`config.mk`:
```
export PLATFORM = sky130hd
export DESIGN_NAME = distribute
export DESIGN_NICKNAME = d
export VERILOG_FILES = /design/src/rtl/distribute.sv
export SDC_FILE = /design/constraint.sdc
export NUM_CORES = 1
export LEC_CHECK = 0
export BUFFER_PORTS_ARGS = -buffer_cell sky130_fd_sc_hd__clkbuf_2
export CORE_ASPECT_RATIO = 0.9
export CORE_MARGIN = 1
export CORE_UTILIZATION = 40
export CTS_CLUSTER_SIZE = 28
export DETAILED_ROUTE_END_ITERATION = 16
export PLACE_DENSITY = 0.72
export SLEW_MARGIN = 20
export SYNTH_ARGS = -nofsm -noshare
export SYNTH_HDL_FRONTEND = slang
export SYNTH_SLANG_ARGS = --single-unit
export TNS_END_PERCENT = 20
```
`constraint.sdc`:
```
create_clock -name clk -period 1.99 [get_ports clk]
set_clock_uncertainty 0.05 [all_clocks]
set_input_delay 0.0995 -clock clk [delete_from_list [all_inputs] [get_ports clk]]
set_output_delay 0.0995 -clock clk [all_outputs]
set_load 0.02 [all_outputs]
```
`src/rtl/distribute.sv`:
```
// distribute: fans an ordered, address-tagged word stream out to N
// single-entry output channels. Words must arrive in channel order
// 0, 1, ..., N-1, 0, ...; anything else is swallowed and flagged on err.
module distribute #(
    parameter int unsigned W = 8,
    parameter int unsigned N = 2,
    localparam int unsigned A = $clog2(N)
) (
    input  logic             clk,
    input  logic             rst_n,
    input  logic             s_stb,
    input  logic [A+W-1:0]   s_dat,
    output logic             s_rdy,
    output logic [N-1:0]     m_stb,
    output logic [N*W-1:0]   m_dat,
    input  logic [N-1:0]     m_rdy,
    output logic             err
);

    logic [A-1:0]          adr;
    logic [W-1:0]          dat;
    logic                  in_seq;
    logic                  accept;
    logic                  drop;

    logic [N-1:0]          full_q, full_d;
    logic [N-1:0][W-1:0]   slot_q;
    logic [A-1:0]          exp_q, exp_d;
    logic                  err_q, err_d;

    assign adr    = s_dat[A+W-1:W];
    assign dat    = s_dat[W-1:0];
    assign in_seq = (adr == exp_q);

    // Ready depends only on the input word and registered slot state, never on m_rdy,
    // so a slot draining this cycle cannot be refilled until the next one.
    assign s_rdy  = in_seq ? ~full_q[exp_q] : 1'b1;
    assign accept = s_stb & s_rdy & in_seq;
    assign drop   = s_stb & ~in_seq;

    // Next-state: drains clear slots, an accepted word fills the expected slot.
    always_comb begin
        full_d = full_q & ~m_rdy;
        for (int i = 0; i < N; i++) begin
            if (accept && (exp_q == A'(i))) begin
                full_d[i] = 1'b1;
            end
        end
        exp_d = exp_q;
        if (accept) begin
            exp_d = (exp_q == A'(N - 1)) ? '0 : exp_q + A'(1);
        end
        err_d = err_q | drop;
    end

    // Control state with asynchronous reset.
    always_ff @(posedge clk or negedge rst_n) begin
        if (!rst_n) begin
            full_q <= '0;
            exp_q  <= '0;
            err_q  <= 1'b0;
        end else begin
            full_q <= full_d;
            exp_q  <= exp_d;
            err_q  <= err_d;
        end
    end

    // Slot data is qualified by full_q, so it needs no reset.
    always_ff @(posedge clk) begin
        if (accept) begin
            slot_q[exp_q] <= dat;
        end
    end

    assign m_stb = full_q;
    assign m_dat = slot_q;
    assign err   = err_q;

endmodule

```
Yosys cells after proc, flatten, opt, wreduce, memory -nomap -nowiden
Index checks and enable logic that the tools add are counted.
{"block": "word_totals", "register_bits": 20, "input_bits": 14, "out_inout_bits": 20, "wordCells": 30}
{"block": "op_classes", "n_addsub": 1, "order_cmp": 2, "eq_ne": 1, "muxes": 9, "n_bitwise": 9, "reduce_logical": 3}
{"cell": "bitwise mux 16 bit", "n": 1}
{"cell": "demux 8 bit (select 1 bit)", "n": 1}
{"cell": "2-to-1 mux 8 bit", "n": 1}
{"cell": "2-to-1 mux 1 bit", "n": 6}
{"cell": "AND 1 bit", "n": 3}
{"cell": "logical AND 1 bit", "n": 3}
{"cell": "inverter 1 bit", "n": 3}
{"cell": "AND 2 bit", "n": 1}
{"cell": "< comparator 1 x 2 -> 1 bit (second input constant)", "n": 1}
{"cell": "inverter 2 bit", "n": 1}
{"cell": "adder 1 bit (second input constant)", "n": 1}
{"cell": "equality test 1 bit", "n": 1}
{"cell": "greater-or-equal comparator 1 bit (second input constant)", "n": 1}
{"cell": "bitwise OR 1 bit", "n": 1}

Depth between registers and ports, before layout
{"block": "depth", "word_depth": 8, "mapped_depth": 3, "depth_no_buf": 3}

Worst setup path before layout
Ideal clock, no wire load.
{"block": "synth_timing", "path_kind": "register -> register", "startpoint": "register exp_q", "endpoint": "register slot_q, in the netlist m_dat[0] (enable)", "setup_time_ns": 0.381, "t_arrival_ns": 1.092, "required_ns": 1.559, "setup_slack_ns": 0.467, "path_stages_with_launch": 3, "n_path_buf": 1, "synth_period_minus_slack_ns": 1.523, "path_cell_list": "dfrtp_1 -> clkbuf_2 -> nor4_2"}
{"block": "synth_between", "elab_chain_len": 6, "elab_cells_between_ends": 7, "classes_between": "1 x eq/ne; 3 x mux; 3 x bitwise"}
{"element": "start: declaration", "line": "28", "text": "logic [A-1:0] exp_q, exp_d;"}
{"element": "start signal: assignment", "line": "64", "text": "exp_q <= exp_d;"}
{"element": "2-to-1 mux 1 bit (implied by the code) (2 in a row)", "line": "37", "text": "assign s_rdy = in_seq ? ~full_q[exp_q] : 1'b1;"}
{"element": "inverter 1 bit", "line": "37"}
{"element": "2-to-1 mux 1 bit", "line": "37"}
{"element": "AND 1 bit", "line": "38", "text": "assign accept = s_stb & s_rdy & in_seq;"}
{"element": "AND 1 bit (*)", "line": "38"}
{"element": "end signal: indexed assignment", "line": "72", "text": "slot_q[exp_q] <= dat;"}
{"element": "end: declaration", "line": "27", "text": "logic [N-1:0][W-1:0] slot_q;"}
Mark *: on every way between the ends. The rest lies on a longest branch, timed or not. The select of a mux whose other input is x is not followed.
A chain may end at the register's enable or synchronous reset.

Final worst setup path
{"block": "layout_timing", "startpoint": "register exp_q", "endpoint": "output port s_rdy"}
{"block": "layout_between", "elab_chain_len": 4, "elab_cells_between_ends": 5, "classes_between": "1 x eq/ne; 3 x mux; 1 x bitwise"}
{"element": "2-to-1 mux 1 bit (implied by the code) (2 in a row)", "line": "37"}
{"element": "inverter 1 bit", "line": "37"}
{"element": "2-to-1 mux 1 bit (*)", "line": "37"}
{"element": "end: declaration", "line": "13", "text": "output logic s_rdy,"}
Marks and branches as above.

==> results.yml <==
timing:
  setup_viol: 0
  timing.final.hold_violations: 0
  worst_pin_slew_ns: 0.239
  slew_violations: 0
  slew_headroom_pct: 84.1
  fin_crit_ns: 1.36
  post-route-period-util_pct: 68.5
  fin_tns_setup_ns: 0
  fmax_mhz: 733
  rsz0062_at_grt: "false"
grt:
  grt_pass1_vias: 430
  antenna_found_initial: 0
  grt_max_degree: 13
  grt_pass1_wl_mm: 1.88
  grt.overflow.total: 0
  grtUsageTotal_pct: 16.1
clocking:
  root_buffer: "clkbuf_4"
  h-tree-depth: 1
  clock_sinks: 20
  cts_buffers: 3
  cts.clk_slew.worst_paths_ns: 0.10
  clock_path_buffers: 2
  clk_latency_ns: 0.29
  cts_resized: 0
  cts_tree: "yes"
power_and_ir_drop:
  pwr-share-comb_pct: 12.7
  internal_power_uw: 735
  pwr-share-seq_pct: 53.1
  pwr-share-clk_pct: 34.2
  switching_share_pct: 21.7
  p_leak_nw: 0.445
  powerDensity_nw_per_um2: 900
  p_sw_uw: 204
  ir_worst_vdd_uv: 699
synth:
  synth_cells: 35
  synth_top_family_by_area: "compound AO/OA/AOI/OAI gates"
  synth_simple_gate_area_share_pct: 3.87
  ys_types: 15
  ys_warn_count: 0
  synth-xor-area-share_pct: 1.29
  synth_area_per_cell_sq_um: 19.4
  synth-seq-cells: 20
  yosysSeqAreaShare_pct: 85.6
  synth_compound_area_share_pct: 5.90
  muxShareOfSynthArea_pct: 1.48
  synthAdderAreaFrac_pct: 0
  synth_area_sq_um: 678
  synth_nets: 49
place:
  dp_hpwl_um: 976
  io_buffers: 33
  place_inst: 91
  gp_congestion: 0.680
  place_area_sq_um: 881
critical_path:
  crit_family: "flip-flops"
  critPathSlowestCell: "dfrtp_1"
  max_stage_delay_ns: 0.47
  cp.arrival_ns: 1.21
  path_buf_inv: 1
  cp-end-kind: "output port"
  path_cells: "o31a_1 > clkbuf_2"
  critPathLaunchType: "register"
  critical_path_class: "register to output port"
  critPathMaxFanout: 7
  cp.required_ns: 1.84
floorplanning:
  die_area_sq_um: 1860
  die_y_um: 41.1
  start_util_pct: 44.8
  fp.coreArea_sq_um: 1510
  rows: 13
  fp.dieW_um: 45.4
  pin_count: 34
layout:
  drive_above_1_share_pct: 50.0
  layout.cells.non_filler: 106
  fill_cells: 121
  n_antenna_cell: 0
  fin_area_sq_um: 1040
  final_util_pct: 69.0
  fin_nets: 99
  areaGrowthSynthToFinish_pct: 53.9
drt:
  ant_nets: 0
  wl_per_cell_um: 12.8
  drt_iter0_drc: 7
  vias_per_cell: 4.58
  finalWirelength_mm: 1.35
  via_count: 485
  drc_errors: 0
  dr.pass1.iters: 4
status:
  run_status: "completed"
job:
  maxCapViolCount: 0
min_path:
  hold_path_class: "primary input to register"
Yosys cell counts:
master / count / area share, %
mux2i_1: 1 / 1.5
o31a_1: 1 / 1.3
xor2_1: 1 / 1.3
dfrtp_1: 4 / 15
edfxtp_1: 16 / 71
nor2_1: 1 / 0.55
inv_1: 1 / 0.55
clkbuf_2: 1 / 0.74
inv_2: 1 / 0.55
a21o_2: 1 / 1.3
a21oi_1: 1 / 0.74
nor4_2: 1 / 1.8
o21ai_0: 2 / 1.5
nand3_1: 2 / 1.5
o21bai_1: 1 / 1.1
final timing paths:
path | start | end | slack, ns | cells past startpoint
min in group asynchronous | rst_n | m_stb[0] | 0.08 | 2
worst min register to register | err | err | 0.43 | 1
max in group asynchronous | rst_n | m_stb[1] | 1.68 | 2
worst max-delay path | exp_q | s_rdy | 0.63 | 2
worst min-delay path | s_stb | err | 0.02 | 2
worst max register to register | exp_q | m_dat[2] | 0.72 | 2
through the flow:
step	power [mW]	worst slack [ns]	hold WS, ns
2_1_floorplan	0.561	0.467	-0.246
3_3_place_gp	0.606	0.786	-0.135
3_5_place_dp	0.610	0.730	-0.136
4_1_cts	0.951	0.617	0.0130
5_1_grt	0.981	0.547	0.0138
6_report	0.939	0.626	0.0208
cells by family after synthesis:
| group | after synthesis |
|---|---|
| buf+inv | 3 |
| simple gates | 4 |
| xor+xnor | 1 |
| flops | 20 |
| compound gates | 6 |
| mux | 1 |
cells in the final DEF (no fill, tap or decap):
| cell | count |
|---|---|
| clkbuf_2 | 33 |
| edfxtp_1 | 16 |
| dlygate4sd3_1 | 11 |
| dfrtp_1 | 4 |
| clkbuf_4 | 3 |
| nand3_1 | 2 |
| o21ai_0 | 2 |
| buf_4 | 2 |
| inv_1 | 1 |
| o31a_1 | 1 |
| inv_2 | 1 |
| nor4_2 | 1 |
| nor2_1 | 1 |
| xor2_1 | 1 |
| a21o_2 | 1 |
| mux2i_1 | 1 |
| o21bai_1 | 1 |
| a21oi_1 | 1 |
| bufinv_16 | 1 |
layout make-up:
type                            instances  area (sq um)  share of cell area (%)
Clock inverter                          1          30.0                    2.88
Tap cell                               22          27.5                    2.64
Multi-Input combinational cell         12          85.1                    8.15
Clock buffer                            3          22.5                    2.16
Inverter                                2          7.51                   0.719
Timing Repair Buffer                   46           290                    27.8
Sequential cell                        20           581                    55.6
power by group through the flow:
stage	sequential, mW	combinational [mW]	clock [mW]
finish	0.498	0.120	0.321
global route	0.501	0.130	0.350
CTS	0.498	0.121	0.332
detailed placement	0.507	0.103	0
global placement	0.506	0.0999	0
floorplan	0.525	0.0358	0
state kept, by name, indices dropped and copies added (netlist names):
name and cells:
exp_q 1, m_stb 2, err 1, m_dat 16
worst register-to-register path, stage by stage (launching register included):
cell and delay, ns:
dfrtp_1 0.47, nor4_2 0.25, buf_4 0.22
timing repair:
item,4_1_cts,5_1_grt
setup buffers,0,0
endpoints found under the hold margin,22,0
hold buffers,11,0
per-layer routing:
metal	part of all wire, %	GRT usage (%)	up-vias
li1	-	-	229
met1	38	17.1	235
met2	55	28.6	19
met3	5.8	7.93	2
met4	0.74	4.55	0
met5	0	0	-
No activity file was read; power rests on OpenSTA's default activity.
